--- src/rtl/bus_arb_pkg.sv ---
// Shared state encodings and width helpers for the N-master bus arbiter.
package bus_arb_pkg;

    typedef enum logic [1:0] {
        IDLE  = 2'd0,
        GRANT = 2'd1,
        WAIT  = 2'd2
    } arbState_t;

    function automatic int mselWidth(input int numMasters);
        return (numMasters > 1) ? $clog2(numMasters) : 1;
    endfunction

    // The tenure counter never needs to reach MAX_HOLD itself, but keep one spare code.
    function automatic int holdCntWidth(input int maxHold);
        return (maxHold > 0) ? $clog2(maxHold + 1) : 1;
    endfunction

endpackage

--- src/rtl/arb_priority_pick.sv ---
// Rotating priority encoder: the first set request at or after i_start wins,
// with the search wrapping around past the highest index.
module arb_priority_pick #(
    parameter int NUM_MASTERS = 4,
    parameter int MSEL_W      = 2
) (
    input  logic [NUM_MASTERS-1:0] i_req,
    input  logic [MSEL_W-1:0]      i_start,
    output logic [NUM_MASTERS-1:0] o_oneHot,
    output logic [MSEL_W-1:0]      o_index,
    output logic                   o_valid
);

    localparam logic [MSEL_W:0] N_WIDE = (MSEL_W+1)'(NUM_MASTERS);

    logic [2*NUM_MASTERS-1:0] w_reqTwice;
    logic [NUM_MASTERS-1:0]   w_reqRot;
    logic [NUM_MASTERS-1:0]   w_scan;
    logic [MSEL_W-1:0]        w_offset;
    logic [MSEL_W:0]          w_sum;
    logic                     w_found;

    // Rotate so the start index sits at bit 0; the doubled copy supplies the wrap.
    assign w_reqTwice = {i_req, i_req} >> i_start;
    assign w_reqRot   = w_reqTwice[NUM_MASTERS-1:0];

    always_comb begin
        w_found  = 1'b0;
        w_offset = '0;
        w_scan   = w_reqRot;
        for (int k = 0; k < NUM_MASTERS; k++) begin
            if (!w_found && w_scan[0]) begin
                w_found  = 1'b1;
                w_offset = MSEL_W'(k);
            end
            w_scan = w_scan >> 1;
        end
        w_sum = {1'b0, i_start} + {1'b0, w_offset};
    end

    assign o_valid  = w_found;
    assign o_index  = (w_sum >= N_WIDE) ? MSEL_W'(w_sum - N_WIDE) : w_sum[MSEL_W-1:0];
    assign o_oneHot = w_found ? (NUM_MASTERS'(1) << o_index) : '0;

endmodule

--- src/rtl/bus_arbiter_n.sv ---
// N-master bus arbiter with slave-ready wait state and optional tenure timeout.
// Define BUS_ARB_ROUND_ROBIN_EN for rotating priority; otherwise master 0 always wins.
module bus_arbiter_n
    import bus_arb_pkg::*;
#(
    parameter int NUM_MASTERS = 4,
    parameter int NUM_SLAVES  = 3,
    parameter int MAX_HOLD    = 0,
    parameter int MSEL_W      = mselWidth(NUM_MASTERS)
) (
    input  logic                   i_clk,
    input  logic                   i_rst,
    input  logic [NUM_MASTERS-1:0] i_breq,
    input  logic [NUM_SLAVES-1:0]  i_sready,
    output logic [NUM_MASTERS-1:0] o_bgrant,
    output logic [MSEL_W-1:0]      o_msel,
    output logic                   o_bus_busy,
    output logic                   o_hold_expired
);

    localparam int              CNT_W    = holdCntWidth(MAX_HOLD);
    localparam logic [CNT_W-1:0] CNT_LAST = (MAX_HOLD > 0) ? CNT_W'(MAX_HOLD - 1) : '0;

    arbState_t              r_state,       w_stateNext;
    logic [MSEL_W-1:0]      r_owner,       w_ownerNext;
    logic [NUM_MASTERS-1:0] r_grantVec,    w_grantVecNext;
    logic [CNT_W-1:0]       r_holdCnt,     w_holdCntNext;
    logic                   r_holdExpired, w_holdExpiredNext;

    logic                   w_arbitrate;
    logic                   w_ownerReq;
    logic [MSEL_W-1:0]      w_start;
    logic [NUM_MASTERS-1:0] w_winOneHot;
    logic [MSEL_W-1:0]      w_winIndex;
    logic                   w_winValid;

    // r_grantVec mirrors r_owner in one-hot form so the owner's request needs no index decode.
    assign w_ownerReq = |(i_breq & r_grantVec);

`ifdef BUS_ARB_ROUND_ROBIN_EN
    localparam logic [MSEL_W-1:0] OWNER_LAST = MSEL_W'(NUM_MASTERS - 1);

    logic [MSEL_W-1:0] r_rrStart;
    logic              w_tenureEnd;

    assign w_tenureEnd = (r_state == GRANT) && (w_stateNext == WAIT);
    assign w_start     = r_rrStart;

    // The pointer moves past the owner only when its tenure actually ends.
    always_ff @(posedge i_clk) begin
        if (i_rst) begin
            r_rrStart <= '0;
        end else if (w_tenureEnd) begin
            r_rrStart <= (r_owner == OWNER_LAST) ? '0 : r_owner + 1'b1;
        end
    end
`else
    assign w_start = '0;
`endif

    arb_priority_pick #(
        .NUM_MASTERS(NUM_MASTERS),
        .MSEL_W     (MSEL_W)
    ) u_pick (
        .i_req   (i_breq),
        .i_start (w_start),
        .o_oneHot(w_winOneHot),
        .o_index (w_winIndex),
        .o_valid (w_winValid)
    );

    always_comb begin
        w_stateNext       = r_state;
        w_ownerNext       = r_owner;
        w_grantVecNext    = r_grantVec;
        w_holdCntNext     = r_holdCnt;
        w_holdExpiredNext = 1'b0;
        w_arbitrate       = 1'b0;
        case (r_state)
            IDLE: w_arbitrate = 1'b1;
            GRANT: begin
                if (!w_ownerReq) begin
                    w_stateNext = WAIT;
                end else if ((MAX_HOLD > 0) && (r_holdCnt == CNT_LAST)) begin
                    w_stateNext       = WAIT;
                    w_holdExpiredNext = 1'b1;
                end else if (r_holdCnt != CNT_LAST) begin
                    w_holdCntNext = r_holdCnt + 1'b1;
                end
            end
            WAIT:    w_arbitrate = &i_sready;
            default: w_stateNext = IDLE;
        endcase
        if (w_arbitrate) begin
            if (w_winValid) begin
                w_stateNext    = GRANT;
                w_ownerNext    = w_winIndex;
                w_grantVecNext = w_winOneHot;
                w_holdCntNext  = '0;
            end else begin
                w_stateNext = IDLE;
            end
        end
    end

    always_ff @(posedge i_clk) begin
        if (i_rst) begin
            r_state       <= IDLE;
            r_owner       <= '0;
            r_grantVec    <= '0;
            r_holdCnt     <= '0;
            r_holdExpired <= 1'b0;
        end else begin
            r_state       <= w_stateNext;
            r_owner       <= w_ownerNext;
            r_grantVec    <= w_grantVecNext;
            r_holdCnt     <= w_holdCntNext;
            r_holdExpired <= w_holdExpiredNext;
        end
    end

    assign o_bgrant       = (r_state == GRANT) ? r_grantVec : '0;
    assign o_msel         = r_owner;
    assign o_bus_busy     = (r_state != IDLE);
    assign o_hold_expired = r_holdExpired;

endmodule

--- config.mk ---
export PLATFORM = sky130hd
export DESIGN_NAME = bus_arbiter_n
export DESIGN_NICKNAME = d
export VERILOG_FILES = /design/src/rtl/bus_arb_pkg.sv /design/src/rtl/arb_priority_pick.sv /design/src/rtl/bus_arbiter_n.sv
export SDC_FILE = /design/constraint.sdc
export NUM_CORES = 1
export LEC_CHECK = 0
export CAP_MARGIN = 30
export CELL_PAD_IN_SITES_DETAIL_PLACEMENT = 0
export CELL_PAD_IN_SITES_GLOBAL_PLACEMENT = 1
export CORE_MARGIN = 10
export CORE_UTILIZATION = 25
export DETAILED_ROUTE_END_ITERATION = 6
export GPL_ROUTABILITY_DRIVEN = 0
export GPL_TIMING_DRIVEN = 0
export PLACE_DENSITY = 0.71
export SLEW_MARGIN = 25
export SYNTH_ARGS = -nofsm -noshare
export SYNTH_HDL_FRONTEND = slang
export SYNTH_SLANG_ARGS = --single-unit
--- constraint.sdc ---
create_clock -name i_clk -period 2.9 [get_ports i_clk]
set_input_delay 0.435 -clock i_clk [delete_from_list [all_inputs] [get_ports i_clk]]
set_output_delay 0.435 -clock i_clk [all_outputs]
set_load 0.02 [all_outputs]
==> impl_metrics.tcl, run 1 <==
set metrics [dict create \
    status "finished, final reports clean" \
    ctsRootBufferMaster "clkbuf_4" \
    arrival_ps 1720 \
    design_area_um2 653 \
    dieWidth_um 62.4 \
    dp_hpwl_um 927 \
    area_growth_pct 45.4 \
    cts.path.max_buffers 2 \
    drive_gt1_share_pct 15.9 \
    synthesis.nets 60 \
    cp_data_required_time_ps 2470 \
    max_freq_ghz 0.464 \
    ys_seq_elements 8 \
    timing_worst_setup_path_type "reg2out" \
    yosys_most_used_dff "dfxtp_1" \
    nNetsFinal 80 \
    fillCellCount 185 \
    min_period_ps 2160 \
    post_drt_via_cell_ratio 4.84 \
    finalSetupViolations 0 \
    htreeDepth 1 \
    synth.distinct_cells 29 \
    place_area_um2 631 \
    synth_top_area_cell "dfxtp_1" \
    cts_resized 0 \
    drtIter0Drc 21 \
    row_count 15 \
    syn_inst 51 \
    die_area_mm2 0.00389 \
    maxCapViolCount 0 \
    grt_usage_pct 6.31 \
    finalSetupTns_ps 0 \
    crit_path_start_kind "flip-flop" \
    totalWireLength_um 1160 \
    synth.avg_cell_area_um2 8.81 \
    wire_per_inst_um 12.4 \
    grt_overflow 0 \
    numCtsBuffers 3 \
    dp_slack_ps 992 \
    end_kind "output pin" \
    clock-sinks 8 \
    synth_common_cells "8 x dfxtp_1, 6 x inv_1, 4 x and2_1" \
    vias 455 \
    firstDrtPassIters 4 \
    ir_drop_v 0.000251 \
    hold_viol_final 0 \
    synth_top_area_share_pct 35.7 \
    finClkSkew_ps 6.12 \
    grt_pass1_vias 452 \
    cts_tree "built" \
    yosys_warnings 0 \
    hold_class "reg2reg" \
    die_h_um 62.4 \
    rsz0062_at_grt "no" \
    fin_total_pwr_mw 0.335 \
    synth_edf_count 0 \
    clk_pin_slew_ps 50 \
    holdBufCountCts 0 \
    grt_start_max_net_pins 9 \
    total_leakage_power_nw 0.249 \
    post-route-util_pct 38.2 \
    port_buffers 15 \
    initial_utilization_pct 26.3 \
    synth_most_common_cell "dfxtp_1" \
    finalWorstSetupSlack_ps 744 \
    drv_slew 0 \
    power_density_mw_per_mm2 513 \
    ys_async_sr_fraction_pct 0 \
    regArea_um2 160 \
    core_mm2 0.00171 \
    ys_top_cells_by_area "dfxtp_1 36%, and2_1 5.6%, inv_1 5.0%" \
    multi_input_area_um2 259 \
    drc 0 \
    antenna_found_initial 0 \
    insertion_delay_ps 250 \
    grt_pass1_wl_um 2020 \
    ioPinCount 17 \
    post-route-period-util_pct 74.3 \
    postCtsSetupBuffers 0 \
    synth.cell_area_um2 449 \
    ant_nets 0 \
    path_max_fanout 6 \
    n_antenna_cell 0 \
    synth_seq_area_share_pct 35.7 \
]
-- stage by stage --
stage	hold slack [ps]	std cells
after floorplan	445	51
after global placement	447	91
after detailed placement	442	91
after CTS	454	94
after global routing	479	94
final	449	94
-- critical path, stage by stage, from the launching register on --
cell and delay [ps]:
dfxtp_1 380, nor2b_1 310, and2_1 180, clkdlybuf4s50_1 610
-- power breakdown --
group          switching [mW]  total, mW  leakage, nW  internal, mW
Clock                  0.0371     0.0844       0.0138        0.0473
Combinational          0.0610      0.117        0.169        0.0562
Sequential            0.00938      0.134       0.0659         0.124
Total                   0.108      0.335        0.249         0.228
-- path summary, 6_finish.rpt --
kind,start,end,slack (ps),depth (start not counted)
setup / recovery,r_state[0],o_bgrant[1],740,3
hold / removal,o_msel[1],o_msel[1],450,2
setup reg to reg,r_state[0],r_grantVec[2],1700,3
hold reg to reg,o_msel[1],o_msel[1],450,2
-- cell usage in the layout, fill, tap and decap left out, types with 2 or more instances in the layout --
master,count
clkdlybuf4s50_1,15
dfxtp_1,8
inv_1,6
and2_1,4
a21oi_1,3
clkbuf_4,3
nor2b_1,2
o32ai_1,2
a32o_1,2
a22oi_1,2
a221oi_1,2
-- flip-flops by register name, summed over array words and instances (netlist names) --
signal / cells
o_msel: 2
r_grantVec: 4
r_state: 2
-- logic make-up (layout without fill, tap and decap cells) --
logic type	Yosys count	in the layout	synth area share, %
AO/OA/AOI/OAI	18	18	31.8
buffers and inverters	7	25	6.69
flip-flops	8	8	35.7
other	1	1	0.835
AND/OR/NAND/NOR	17	17	25.1
-- area by class of cell --
cell class	instances	share of cell area, %
flip-flops and latches	8	24.5
repair buffers	15	23.0
inverters	6	3.45
well taps	25	4.79
multi-input cells	36	39.7
plain buffers	1	1.15
clock buffers	3	3.45
-- routing by layer --
metal | vias up | part of all wire (%) | GRT usage (%) | wire [µm]
met5 | - | 0 | 0 | 0
met4 | 0 | 1.2 | 1.68 | 14
met3 | 3 | 11 | 3.94 | 123
met2 | 21 | 40 | 8.72 | 471
met1 | 201 | 48 | 7.89 | 555
li1 | 230 | - | - | -
No activity file was read; power rests on OpenSTA's default activity.
==> run 2, diff against run 1 <==
--- a/config.mk
+++ b/config.mk
@@ -13,7 +13,7 @@
 export DETAILED_ROUTE_END_ITERATION = 6
 export GPL_ROUTABILITY_DRIVEN = 0
 export GPL_TIMING_DRIVEN = 0
-export PLACE_DENSITY = 0.71
+export PLACE_DENSITY = 0.74
 export SLEW_MARGIN = 25
 export SYNTH_ARGS = -nofsm -noshare
 export SYNTH_HDL_FRONTEND = slang
==> constraint.sdc (replaced) <==
create_clock -name i_clk -period 1.8 [get_ports i_clk]
set_input_delay 0.27 -clock i_clk [delete_from_list [all_inputs] [get_ports i_clk]]
set_output_delay 0.27 -clock i_clk [all_outputs]
set_load 0.02 [all_outputs]
==> impl_metrics.tcl, run 2 (synthesis gave the netlist of run 1 again) <==
set metrics [dict create \
    grt_usage_pct 6.96 \
    path_delay_family "flip-flops" \
    holdBufCountCts 0 \
    ctsRootBufferMaster "clkbuf_4" \
    post-route-util_pct 38.8 \
    drtIter0Drc 10 \
    numCtsBuffers 3 \
    wl_met1_um 612 \
    cpPeakStageDelay_ps 410 \
    die_area_mm2 0.00389 \
    finClkSkew_ps 1.59 \
    highest_layer "met4" \
    post_drt_via_cell_ratio 4.90 \
    cts_tree "built" \
    die_h_um 62.4 \
    post-route-period-util_pct 90.5 \
    worst_hold_path.num_cells 2 \
    grt_pass1_vias 482 \
    max_freq_ghz 0.614 \
    drc 0 \
    end_kind "output pin" \
    ant_nets 0 \
    dp_hpwl_um 963 \
    path_depth 3 \
    n_antenna_cell 0 \
    met3_length_um 63 \
    cts.path.max_buffers 2 \
    rsz0062_at_grt "no" \
    area_growth_pct 47.6 \
    total_leakage_power_nw 0.283 \
    core_mm2 0.00171 \
    ioPinCount 17 \
    initial_utilization_pct 26.3 \
    largest_reg_flops 4 \
    vias 461 \
    finalSetupViolations 0 \
    port_buffers 15 \
    htreeDepth 1 \
    clock-sinks 8 \
    finalSetupTns_ps 0 \
    status "finished, final reports clean" \
    drv_slew 0 \
    hold_viol_final 0 \
    mostFrequentLayoutCell "clkdlybuf4s50_1" \
    clk_pin_slew_ps 50 \
    cp_data_required_time_ps 1530 \
    totalWireLength_um 1260 \
    worst-r2r-cell-count 3 \
    maxCapViolCount 0 \
    row_count 15 \
    grt_start_max_net_pins 9 \
    drive_gt1_share_pct 17.4 \
    cpMaxStageDelayCell "dfxtp_1" \
    grt_overflow 0 \
    antenna_found_initial 0 \
    wl_met2_um 553 \
    min_period_ps 1630 \
    critPathBufInv 1 \
    ir_drop_v 0.000279 \
    hold_class "reg2reg" \
    firstDrtPassIters 4 \
    insertion_delay_ps 260 \
    wire_per_inst_um 13.4 \
    top_register "r_grantVec" \
    dieWidth_um 62.4 \
    nNetsFinal 80 \
    timing_worst_setup_path_type "reg2out" \
    grt_pass1_wl_um 2160 \
    arrival_ps 1360 \
    power_density_mw_per_mm2 829 \
    path_max_fanout 6 \
    crit_path_start_kind "flip-flop" \
    path_cells "nor2b_4 -> and2_1 -> dlygate4sd2_1" \
    most-common-layout-cells "10 x clkdlybuf4s50_1, 8 x dfxtp_1, 6 x inv_1, 4 x and2_1, 4 x dlygate4sd2_1" \
]
## run 2: final timing paths
path,start,to,slack (ps)
setup / recovery,r_state[0],o_bgrant[1],170
hold / removal,o_msel[1],o_msel[1],450
setup reg to reg,r_state[0],r_grantVec[2],540
hold reg to reg,o_msel[1],o_msel[1],450
## run 2: worst register-to-register path, delay by kind of cell (launching register included)
| family | cells | cell delay [ps] |
|---|---|---|
| compound gates | 2 | 390 |
| simple gates | 1 | 410 |
| flops | 1 | 350 |
## run 2: area by class of cell
class | count | area, µm²
Multi-Input combinational cell | 36 | 272
Tap cell | 25 | 31.3
Buffer | 1 | 7.51
Timing Repair Buffer | 15 | 148
Fill cell | 191 | 1040
Sequential cell | 8 | 160
Inverter | 6 | 22.5
Clock buffer | 3 | 22.5
## run 2: metal layers
metal | track usage [%] | vias to the layer above
met5 | 0 | -
met1 | 7.88 | 214
met4 | 4.19 | 0
met3 | 3.23 | 4
met2 | 10.4 | 13
li1 | - | 230
## run 2: metrics by stage
step	setup WS, ps	total power [mW]	hold WS [ps]	instance area, µm²	std cells
5_1_grt	74.7	0.590	499	663	94
3_3_place_gp	68.4	0.408	447	631	91
2_1_floorplan	682	0.328	339	449	51
6_report	170	0.549	454	663	94
4_1_cts	47.2	0.559	461	661	94
3_5_place_dp	54.2	0.410	449	631	91
## run 2: repair_timing
action | 4_1_cts | 5_1_grt
setup endpoints to repair | 5 | 1
setup buffers | 0 | 0
resized for setup | 7 | 1
hold endpoints to repair | 0 | 0
## run 2: power by group
| part | internal, mW | switching (mW) | leakage [nW] |
|---|---|---|---|
| combinational | 0.0927 | 0.0978 | 0.204 |
| sequential | 0.200 | 0.0194 | 0.0659 |
| clock | 0.0764 | 0.0632 | 0.0138 |
| total | 0.369 | 0.180 | 0.283 |
